===== src/rtl/mem_access_if.sv =====
// Request/response and memory-side signals of the load/store sequencer.
// The slave modport is the sequencer itself; the master modport is the
// environment around it (CPU datapath on the request/response side and
// the byte-wide data memory on the mem_* side).
interface mem_access_if #(
    parameter int ADDR_W = 8,
    parameter int DATA_W = 8
);
    // request channel
    logic                  req_valid;
    logic                  req_ready;
    logic                  req_we;
    logic                  req_size;
    logic [ADDR_W-1:0]     req_addr;
    logic [2*DATA_W-1:0]   req_wdata;

    // response channel
    logic                  rsp_valid;
    logic                  rsp_ready;
    logic [2*DATA_W-1:0]   rsp_rdata;

    // memory port
    logic [ADDR_W-1:0]     mem_addr;
    logic                  mem_we;
    logic [DATA_W-1:0]     mem_wdata;
    logic [DATA_W-1:0]     mem_rdata;

    modport slave (
        input  req_valid,
        output req_ready,
        input  req_we,
        input  req_size,
        input  req_addr,
        input  req_wdata,
        output rsp_valid,
        input  rsp_ready,
        output rsp_rdata,
        output mem_addr,
        output mem_we,
        output mem_wdata,
        input  mem_rdata
    );

    modport master (
        output req_valid,
        input  req_ready,
        output req_we,
        output req_size,
        output req_addr,
        output req_wdata,
        input  rsp_valid,
        output rsp_ready,
        input  rsp_rdata,
        input  mem_addr,
        input  mem_we,
        input  mem_wdata,
        output mem_rdata
    );
endinterface


===== src/rtl/mem_access_unit.sv =====
// Load/store sequencer in front of a byte-wide synchronous-read memory.
// Each byte or halfword request becomes one or two byte cycles; the
// memory's one-cycle read latency is absorbed by capturing read data one
// state after the address was presented. All outputs are registered.
//
// state | meaning
// IDLE  | req_ready high, waiting for a request
// ACC0  | low byte cycle at addr
// ACC1  | high byte cycle at addr+1 (halfword only); low load byte arrives
// CAP   | last load byte arrives from memory
// RESP  | load result presented until rsp_ready
module mem_access_unit #(
    parameter int ADDR_W = 8,
    parameter int DATA_W = 8
) (
    input  logic         clk,
    input  logic         rst_n,
    mem_access_if.slave  bus
);

    typedef enum logic [2:0] {
        S_IDLE = 3'd0,
        S_ACC0 = 3'd1,
        S_ACC1 = 3'd2,
        S_CAP  = 3'd3,
        S_RESP = 3'd4
    } state_t;

    state_t                state_q;

    // latched request
    logic                  we_q;
    logic                  size_q;
    logic [ADDR_W-1:0]     addr_q;
    logic [2*DATA_W-1:0]   wdata_q;

    // load assembly buffer
    logic [2*DATA_W-1:0]   rdata_q;

    // registered outputs
    logic                  req_ready_q;
    logic                  rsp_valid_q;
    logic [2*DATA_W-1:0]   rsp_rdata_q;
    logic [ADDR_W-1:0]     mem_addr_q;
    logic                  mem_we_q;
    logic [DATA_W-1:0]     mem_wdata_q;

    // address of the high byte; natural modulo wrap from all-ones to zero
    logic [ADDR_W-1:0]     addr_hi_d;
    assign addr_hi_d = addr_q + ADDR_W'(1);

    // Sequencer: state, request latch, load assembly and all outputs.
    // mem_rdata only ever lands in rdata_q; no decision depends on it, so
    // uninitialised memory contents cannot disturb control.
    always_ff @(posedge clk or negedge rst_n) begin
        if (!rst_n) begin
            state_q     <= S_IDLE;
            we_q        <= 1'b0;
            size_q      <= 1'b0;
            addr_q      <= '0;
            wdata_q     <= '0;
            rdata_q     <= '0;
            req_ready_q <= 1'b1;
            rsp_valid_q <= 1'b0;
            rsp_rdata_q <= '0;
            mem_addr_q  <= '0;
            mem_we_q    <= 1'b0;
            mem_wdata_q <= '0;
        end else begin
            case (state_q)
                S_IDLE: begin
                    if (bus.req_valid && req_ready_q) begin
                        we_q        <= bus.req_we;
                        size_q      <= bus.req_size;
                        addr_q      <= bus.req_addr;
                        wdata_q     <= bus.req_wdata;
                        // ACC0 outputs are set up on the accept edge so the
                        // first byte cycle happens in the very next cycle.
                        mem_addr_q  <= bus.req_addr;
                        mem_we_q    <= bus.req_we;
                        mem_wdata_q <= bus.req_wdata[DATA_W-1:0];
                        req_ready_q <= 1'b0;
                        state_q     <= S_ACC0;
                    end
                end

                S_ACC0: begin
                    if (size_q) begin
                        mem_addr_q  <= addr_hi_d;
                        mem_we_q    <= we_q;
                        mem_wdata_q <= wdata_q[2*DATA_W-1:DATA_W];
                        state_q     <= S_ACC1;
                    end else begin
                        mem_we_q <= 1'b0;
                        if (we_q) begin
                            req_ready_q <= 1'b1;
                            state_q     <= S_IDLE;
                        end else begin
                            state_q <= S_CAP;
                        end
                    end
                end

                S_ACC1: begin
                    mem_we_q <= 1'b0;
                    if (we_q) begin
                        req_ready_q <= 1'b1;
                        state_q     <= S_IDLE;
                    end else begin
                        // read data for the ACC0 address is on the bus now
                        rdata_q[DATA_W-1:0] <= bus.mem_rdata;
                        state_q             <= S_CAP;
                    end
                end

                S_CAP: begin
                    mem_we_q <= 1'b0;
                    if (size_q) begin
                        rdata_q[2*DATA_W-1:DATA_W] <= bus.mem_rdata;
                    end else begin
                        rdata_q[DATA_W-1:0]        <= bus.mem_rdata;
                        rdata_q[2*DATA_W-1:DATA_W] <= '0;
                    end
                    state_q <= S_RESP;
                end

                S_RESP: begin
                    // first RESP cycle loads the output register; from then
                    // on valid and data hold until the consumer takes them
                    if (!rsp_valid_q) begin
                        rsp_valid_q <= 1'b1;
                        rsp_rdata_q <= rdata_q;
                    end else if (bus.rsp_ready) begin
                        rsp_valid_q <= 1'b0;
                        req_ready_q <= 1'b1;
                        state_q     <= S_IDLE;
                    end
                end

                default: begin
                    mem_we_q    <= 1'b0;
                    rsp_valid_q <= 1'b0;
                    req_ready_q <= 1'b1;
                    state_q     <= S_IDLE;
                end
            endcase
        end
    end

    assign bus.req_ready = req_ready_q;
    assign bus.rsp_valid = rsp_valid_q;
    assign bus.rsp_rdata = rsp_rdata_q;
    assign bus.mem_addr  = mem_addr_q;
    assign bus.mem_we    = mem_we_q;
    assign bus.mem_wdata = mem_wdata_q;

endmodule


===== src/flat_wrapper.sv =====
// flat-port wrapper written by rule: the top's interface ports become plain ports
module mem_access_unit_flat 
#(
    parameter int ADDR_W = 8,
    parameter int DATA_W = 8
)
  (clk, rst_n, bus_req_valid, bus_req_ready, bus_req_we, bus_req_size, bus_req_addr, bus_req_wdata, bus_rsp_valid, bus_rsp_ready, bus_rsp_rdata, bus_mem_addr, bus_mem_we, bus_mem_wdata, bus_mem_rdata);
  mem_access_if #(.ADDR_W(ADDR_W), .DATA_W(DATA_W)) bus_i ();
  input  logic clk;
  input  logic rst_n;
  input wire logic [$bits(bus_i.req_valid)-1:0] bus_req_valid;
  output wire logic [$bits(bus_i.req_ready)-1:0] bus_req_ready;
  input wire logic [$bits(bus_i.req_we)-1:0] bus_req_we;
  input wire logic [$bits(bus_i.req_size)-1:0] bus_req_size;
  input wire logic [$bits(bus_i.req_addr)-1:0] bus_req_addr;
  input wire logic [$bits(bus_i.req_wdata)-1:0] bus_req_wdata;
  output wire logic [$bits(bus_i.rsp_valid)-1:0] bus_rsp_valid;
  input wire logic [$bits(bus_i.rsp_ready)-1:0] bus_rsp_ready;
  output wire logic [$bits(bus_i.rsp_rdata)-1:0] bus_rsp_rdata;
  output wire logic [$bits(bus_i.mem_addr)-1:0] bus_mem_addr;
  output wire logic [$bits(bus_i.mem_we)-1:0] bus_mem_we;
  output wire logic [$bits(bus_i.mem_wdata)-1:0] bus_mem_wdata;
  input wire logic [$bits(bus_i.mem_rdata)-1:0] bus_mem_rdata;
  assign bus_i.req_valid = bus_req_valid;
  assign bus_req_ready = bus_i.req_ready;
  assign bus_i.req_we = bus_req_we;
  assign bus_i.req_size = bus_req_size;
  assign bus_i.req_addr = bus_req_addr;
  assign bus_i.req_wdata = bus_req_wdata;
  assign bus_rsp_valid = bus_i.rsp_valid;
  assign bus_i.rsp_ready = bus_rsp_ready;
  assign bus_rsp_rdata = bus_i.rsp_rdata;
  assign bus_mem_addr = bus_i.mem_addr;
  assign bus_mem_we = bus_i.mem_we;
  assign bus_mem_wdata = bus_i.mem_wdata;
  assign bus_i.mem_rdata = bus_mem_rdata;
  mem_access_unit #(.ADDR_W(ADDR_W), .DATA_W(DATA_W)) u_core (.clk(clk), .rst_n(rst_n), .bus(bus_i));
endmodule

===== config.mk =====
export PLATFORM = sky130hd
export DESIGN_NAME = mem_access_unit_flat
export DESIGN_NICKNAME = d
export VERILOG_FILES = /design/src/rtl/mem_access_if.sv /design/src/rtl/mem_access_unit.sv /design/src/flat_wrapper.sv
export SDC_FILE = /design/constraint.sdc
export NUM_CORES = 1
export LEC_CHECK = 0
export BUFFER_PORTS_ARGS = -buffer_cell sky130_fd_sc_hd__buf_2
export CAP_MARGIN = 20
export CORE_MARGIN = 3
export CORE_UTILIZATION = 50
export DETAILED_ROUTE_END_ITERATION = 6
export HOLD_SLACK_MARGIN = 0.12
export PLACE_DENSITY_LB_ADDON = 0.3
export SETUP_SLACK_MARGIN = 0.4
export SLEW_MARGIN = 10
export SYNTH_ARGS = -nofsm -noshare
export SYNTH_HDL_FRONTEND = slang
export SYNTH_SLANG_ARGS = --single-unit

===== constraint.sdc =====
create_clock -name clk -period 1.95 [get_ports clk]
set_input_delay 0.39 -clock clk [delete_from_list [all_inputs] [get_ports clk]]
set_output_delay 0.39 -clock clk [all_outputs]
set_load 0.05 [all_outputs]

==> results of run 1 <==
## cells in the final DEF, fill, tap and decap left out, types with 2 or more instances in the layout
cell type and instances:
buf_8 2, clkbuf_8 10, buf_2 71, nor2b_1 2, dfrtp_2 3, xor2_1 3
and3_1 3, xnor2_1 3, mux2_4 7, buf_4 16, a31oi_1 9, nor2_1 18
mux2_2 32, o211ai_1 3, nand3_1 13, clkbuf_1 2, clkinv_2 3, inv_1 3
nand2_1 55, o21ai_0 17, buf_12 2, a21oi_1 6, dfrtp_1 68
## Yosys cell counts (all sizes together)
library cell	instances	share of area, %
a211o	1	0.28
a211oi	1	0.41
a21oi	6	0.97
a2bb2oi	1	0.28
a31oi	9	1.8
a32oi	1	0.28
and3	3	0.61
buf	10	2.2
clkbuf	4	0.49
dfrtp	71	58
dfstp	1	0.85
ha	1	0.41
inv	3	0.37
mux2	39	15
nand2	55	6.7
nand3	13	2.1
nand3b	1	0.37
nor2	19	2.3
nor2b	2	0.41
nor3	1	0.16
nor3b	1	0.24
o211ai	3	0.73
o21ai	17	2.8
or3	1	0.20
or3b	2	0.57
xnor2	3	0.85
xor2	3	0.85
## metal layers
layer	global-route usage, %	share of wire (%)	vias up
met5	0	0	-
met4	8.49	1.8	0
met3	6.48	5.3	8
met2	30.1	47	44
met1	23.7	46	1092
li1	-	-	1120
## worst min-delay path by stage
stage	to	slack (ns)	cells past startpoint	start
CTS	u_core.wdata_q[15]$_DFFE_PN0P_	0.26	2	bus_req_wdata[15]
global route	u_core.wdata_q[13]$_DFFE_PN0P_	0.26	2	bus_req_wdata[13]
finish	u_core.wdata_q[15]$_DFFE_PN0P_	0.27	2	bus_req_wdata[15]
detailed placement	u_core.bus.mem_wdata[6]$_DFFE_PN0P_	0.44	1	rst_n
global placement	u_core.bus.mem_wdata[6]$_DFFE_PN0P_	0.43	1	rst_n
floorplan	u_core.addr_q[0]$_DFFE_PN0P_	0.09	0	rst_n
## final cells by class
class	instances	area [um2]	share of cell area (%)
clock inverter	4	45.0	1.16
multi-input combinational	183	1200	31.0
tap	72	90.1	2.32
clock buffer	12	145	3.74
sequential	72	1810	46.7
inverter	3	11.3	0.290
timing repair buffer	94	572	14.7
## registers in the layout, summed over array words and instances (netlist names), 3 cells and up
name,flops
u_core.bus.mem_wdata,8
u_core.state_q,3
u_core.wdata_q,8
u_core.addr_q,8
u_core.bus.rsp_rdata,16
u_core.rdata_q,16
u_core.bus.mem_addr,8
## worst reg2reg max path, stage by stage (launching register included)
cell and delay (ns):
dfstp_4 0.63, nand3b_4 0.09, or3_4 0.35, buf_12 0.17
mux2_4 0.31
## repair_timing
action | 4_1_cts | 5_1_grt
endpoints found under the hold margin | 19 | 0
pin swaps | 0 | 1
gates resized for setup | 11 | 5
hold buffers | 1 | 0
gates cloned | 0 | 1
buffers inserted | 3 | 6
setup endpoints to repair | 51 | 60
## through the flow
stage | hold WS (ns) | power [W]
2_1_floorplan | 0.0944 | 0.00529
3_3_place_gp | 0.427 | 0.00596
3_5_place_dp | 0.437 | 0.00605
4_1_cts | 0.259 | 0.00731
5_1_grt | 0.263 | 0.00781
6_report | 0.273 | 0.00735
## kinds of logic (layout without fill, tap and decap cells)
logic type / after synthesis / in the layout / synth area share [%]
flops: 72 / 72 / 58.5
simple gates: 98 / 98 / 13.7
compound gates: 39 / 39 / 7.55
mux: 39 / 39 / 15.1
xor+xnor: 6 / 6 / 1.71
buf+inv: 17 / 113 / 3.04
fa+ha+maj: 1 / 1 / 0.406
## power by group
| part | internal [W] | switching, W | total [W] |
|---|---|---|---|
| sequential | 0.00223 | 0.000478 | 0.00271 |
| combinational | 0.00128 | 0.00222 | 0.00351 |
| clock | 0.000620 | 0.000521 | 0.00114 |
| total | 0.00413 | 0.00322 | 0.00735 |
==> flow_metrics.env, run 1 <==
export IMPL_clock_root_buffer="clkbuf_8"
export IMPL_grt_pass1_vias=2262
export IMPL_skew_ns=0.00841
export IMPL_yosys_cell_types_count=30
export IMPL_critPathBufInv=1
export IMPL_netlist_instances=272
export IMPL_reg2reg_from="u_core.bus.req_ready$_DFFE_PN1P_"
export IMPL_post_route_util_pct=67.5
export IMPL_final_area_um2=3880
export IMPL_ctsLongestPathBuffers=2
export IMPL_path_cells="nand3b_4 > or3_4 > buf_12 > mux2_4"
export IMPL_syn_to_final_growth_pct=25.8
export IMPL_netlist_area_um2=3080
export IMPL_endpoint_kind="flop"
export IMPL_drv_slew=0
export IMPL_cellPowerDensity_nw_per_um2=1900
export IMPL_cts_tree="built"
export IMPL_fillers=442
export IMPL_synth_seq_area_share_pct=58.5
export IMPL_initialDrtViolationCount=111
export IMPL_r2r_slack_ns=0.29
export IMPL_final_nets=402
export IMPL_grt_setup_unrepaired="true"
export IMPL_antenna_cells=0
export IMPL_tightest_slew_ns=0.624
export IMPL_dieHeight_um=84.5
export IMPL_critical_path_top_delay_family="flip-flops"
export IMPL_drt_drc_violations_left=0
export IMPL_drt_pass1_iter_count=4
export IMPL_fin_crit_sh_pct=85.1
export IMPL_crit_path_start_kind="flop"
export IMPL_setup_slack_ns=0.290
export IMPL_dp_cells=413
export IMPL_cp_data_arrival_time_ns=1.89
export IMPL_r2r_end="u_core.addr_q[0]$_DFFE_PN0P_"
export IMPL_dieArea_um2=7140
export IMPL_maxCapViolCount=0
export IMPL_hp_class="in -> reg"
export IMPL_r2r_cells=4
export IMPL_slowest_stage="dfstp_4"
export IMPL_design_core_area_um2=5740
export IMPL_overflow=0
export IMPL_final_cells=440
export IMPL_antenna_found_initial=0
export IMPL_dp_hpwl_mm=4.36
export IMPL_gr_usage_all_layers_pct=19.0
export IMPL_placed_cell_area_um2=3560
export IMPL_peakVddDrop_mv=0.971
export IMPL_leakage_nw=1.90
export IMPL_timing_setup_tns_ns=0
export IMPL_worst_path_stages=4
export IMPL_critPathLaunch="u_core.bus.req_ready$_DFFE_PN1P_"
export IMPL_clock_sinks=72
export IMPL_start_util_pct=53.7
export IMPL_crit_fanout=16
export IMPL_avgRoutedWirePerCell_um=14.6
export IMPL_dp_worst_setup_slack_ns=0.237
export IMPL_vias_per_cell=5.15
export IMPL_clock_latency_ns=0.35
export IMPL_vias=2264
export IMPL_grt_first_pass_wirelength_mm=10.5
export IMPL_drive_above_1_share_pct=42.4
export IMPL_cts_htree_levels=3
export IMPL_slew_headroom_pct=58.4
export IMPL_syn_num_nets=311
export IMPL_yosysWarnings=0
export IMPL_io_buffers=72
export IMPL_final_antenna_net_count=0
export IMPL_crit_end="u_core.addr_q[0]$_DFFE_PN0P_"
export IMPL_finalSetupViolations=0
export IMPL_synth_area_per_cell_um2=11.3
export IMPL_die_w_um=84.5
export IMPL_rows=27
export IMPL_yosys_register_bits=72
export IMPL_max_clock_freq_mhz=603
export IMPL_path_clk_slew_ns=0.07
export IMPL_cts_buffers=9
export IMPL_crit_path_max_incr_delay_ns=0.63
export IMPL_path_class="reg -> reg"
export IMPL_outcome="complete, no violations"
export IMPL_wl_mm=6.44
export IMPL_routabilityCongestion=0.863
export IMPL_ioPinCount=73
export IMPL_grt_max_degree=26
export IMPL_period_minus_slack_ns=1.66
export IMPL_cp_required_ns=2.18
export IMPL_finalHoldViolations=0
No activity file was read; power rests on OpenSTA's default activity.
==> run 2, diff against run 1 <==
- CTS_BUF_LIST: unset -> sky130_fd_sc_hd__clkbuf_8 sky130_fd_sc_hd__clkbuf_16
==> run 2 against run 1 <==
Utilization fell by 0.33 points. Register-to-register slack barely moved. Fmax hardly changed. Die area stayed put. Largest cell class unchanged. Sequential power about the same. Largest power group unchanged. Total power shrank 0.46%.
==> flow_metrics.env, run 2 (synthesized netlist as in run 1, its figures left out) <==
export IMPL_outcome="complete, no violations"
export IMPL_hp_class="in -> reg"
export IMPL_endpoint_kind="flop"
export IMPL_ctsLongestPathBuffers=2
export IMPL_clock_root_buffer="clkbuf_8"
export IMPL_clock_latency_ns=0.35
export IMPL_clock_sinks=72
export IMPL_holdWs_ns=0.272
export IMPL_dieHeight_um=84.5
export IMPL_path_class="reg -> reg"
export IMPL_antenna_found_initial=0
export IMPL_slew_headroom_pct=58.6
export IMPL_overflow=0
export IMPL_io_buffers=72
export IMPL_path_clk_slew_ns=0.07
export IMPL_leakage_nw=1.89
export IMPL_fin_crit_sh_pct=85.2
export IMPL_drt_pass1_iter_count=4
export IMPL_initialDrtViolationCount=119
export IMPL_finalSetupViolations=0
export IMPL_wl_mm=6.49
export IMPL_dieArea_um2=7140
export IMPL_grt_setup_unrepaired="true"
export IMPL_avgRoutedWirePerCell_um=14.9
export IMPL_final_cell_mix="buf_2 (71), dfrtp_1 (68), nand2_1 (55)"
export IMPL_grt_first_pass_wirelength_mm=10.6
export IMPL_cts_buffers=9
export IMPL_skew_ns=0.00862
export IMPL_antenna_cells=0
export IMPL_dp_cells=413
export IMPL_grt_max_degree=26
export IMPL_max_clock_freq_mhz=602
export IMPL_crit_path_start_kind="flop"
export IMPL_rows=27
export IMPL_period_minus_slack_ns=1.66
export IMPL_drive_above_1_share_pct=41.9
export IMPL_layout_commonest_cell="buf_2"
export IMPL_syn_to_final_growth_pct=25.2
export IMPL_cp_data_arrival_time_ns=1.89
export IMPL_cp_required_ns=2.18
export IMPL_slowest_stage="dfstp_4"
export IMPL_drt_drc_violations_left=0
export IMPL_vias_per_cell=5.23
export IMPL_final_cells=437
export IMPL_design_core_area_um2=5740
export IMPL_maxCapViolCount=0
export IMPL_placed_cell_area_um2=3560
export IMPL_finalHoldViolations=0
export IMPL_grt_pass1_vias=2276
export IMPL_path_cells="nand3b_4 > or3_4 > buf_12 > mux2_4"
export IMPL_crit_fanout=16
export IMPL_timing_setup_tns_ns=0
export IMPL_peakVddDrop_mv=0.965
export IMPL_cts_tree="built"
export IMPL_final_nets=399
export IMPL_routabilityCongestion=0.863
export IMPL_ioPinCount=73
export IMPL_final_antenna_net_count=0
export IMPL_crit_path_max_incr_delay_ns=0.63
export IMPL_vias=2287
export IMPL_cts_htree_levels=3
export IMPL_final_area_um2=3860
export IMPL_cellPowerDensity_nw_per_um2=1900
export IMPL_power_w=0.00732
export IMPL_gr_usage_all_layers_pct=19.1
export IMPL_tightest_slew_ns=0.620
export IMPL_die_w_um=84.5
export IMPL_dp_hpwl_mm=4.36
export IMPL_start_util_pct=53.7
export IMPL_drv_slew=0
[run 2: report_power, final]
part,switching (W),leakage (nW),internal [W]
sequential,0.000487,0.868,0.00223
clock,0.000523,0.108,0.000610
combinational,0.00221,0.917,0.00126
[run 2: through the flow]
stage	util, %	setup slack [ns]
floorplan	-	0.119
global placement	62.0	0.257
detailed placement	62.0	0.237
CTS	66.5	0.291
global route	67.2	0.265
finish	67.2	0.289
[run 2: worst paths after layout]
path | from | endpoint | slack [ns] | cells past startpoint
max reg2reg | u_core.bus.req_ready$_DFFE_PN1P_ | u_core.addr_q[0]$_DFFE_PN0P_ | 0.29 | 4
max | u_core.bus.req_ready$_DFFE_PN1P_ | u_core.addr_q[0]$_DFFE_PN0P_ | 0.29 | 4
min in group asynchronous | rst_n | u_core.bus.mem_wdata[6]$_DFFE_PN0P_ | 0.61 | 2
min | bus_req_wdata[8] | u_core.wdata_q[8]$_DFFE_PN0P_ | 0.27 | 2
min reg2reg | u_core.rdata_q[13]$_DFFE_PN0N_ | u_core.rdata_q[13]$_DFFE_PN0N_ | 0.48 | 2
max in group asynchronous | rst_n | u_core.bus.rsp_valid$_DFFE_PN0N_ | 0.74 | 3
[run 2: layer usage]
layer / vias to the layer above / global-route usage, % / wire [um]
li1: 1115 / - / -
met1: 1108 / 23.7 / 2940
met2: 56 / 30.4 / 3080
met3: 8 / 6.48 / 358
met4: 0 / 8.49 / 113
met5: - / 0 / 0
[run 2: cell type report]
type / count / area (um2)
clock inverter: 6 / 52.6
fill: 448 / 1880
timing repair buffer: 90 / 544
clock buffer: 10 / 138
inverter: 3 / 11.3
sequential: 72 / 1810
tap: 72 / 90.1
multi-input combinational: 184 / 1210
[run 2: what timing repair did]
item / in CTS / in global routing
setup endpoints to repair: 51 / 51
setup buffers: 3 / 2
pin swaps: 0 / 1
resized for setup: 12 / 3
gates cloned: 0 / 2
endpoints found under the hold margin: 19 / 0
hold buffers: 1 / 0
[run 2: worst max-delay path, delay by kind of cell, from the launching register on]
kind                   cells  cell delay (ns)
multiplexers               1             0.30
flip-flops                 1             0.63
AND/OR/NAND/NOR            2             0.44
buffers and inverters      1             0.17
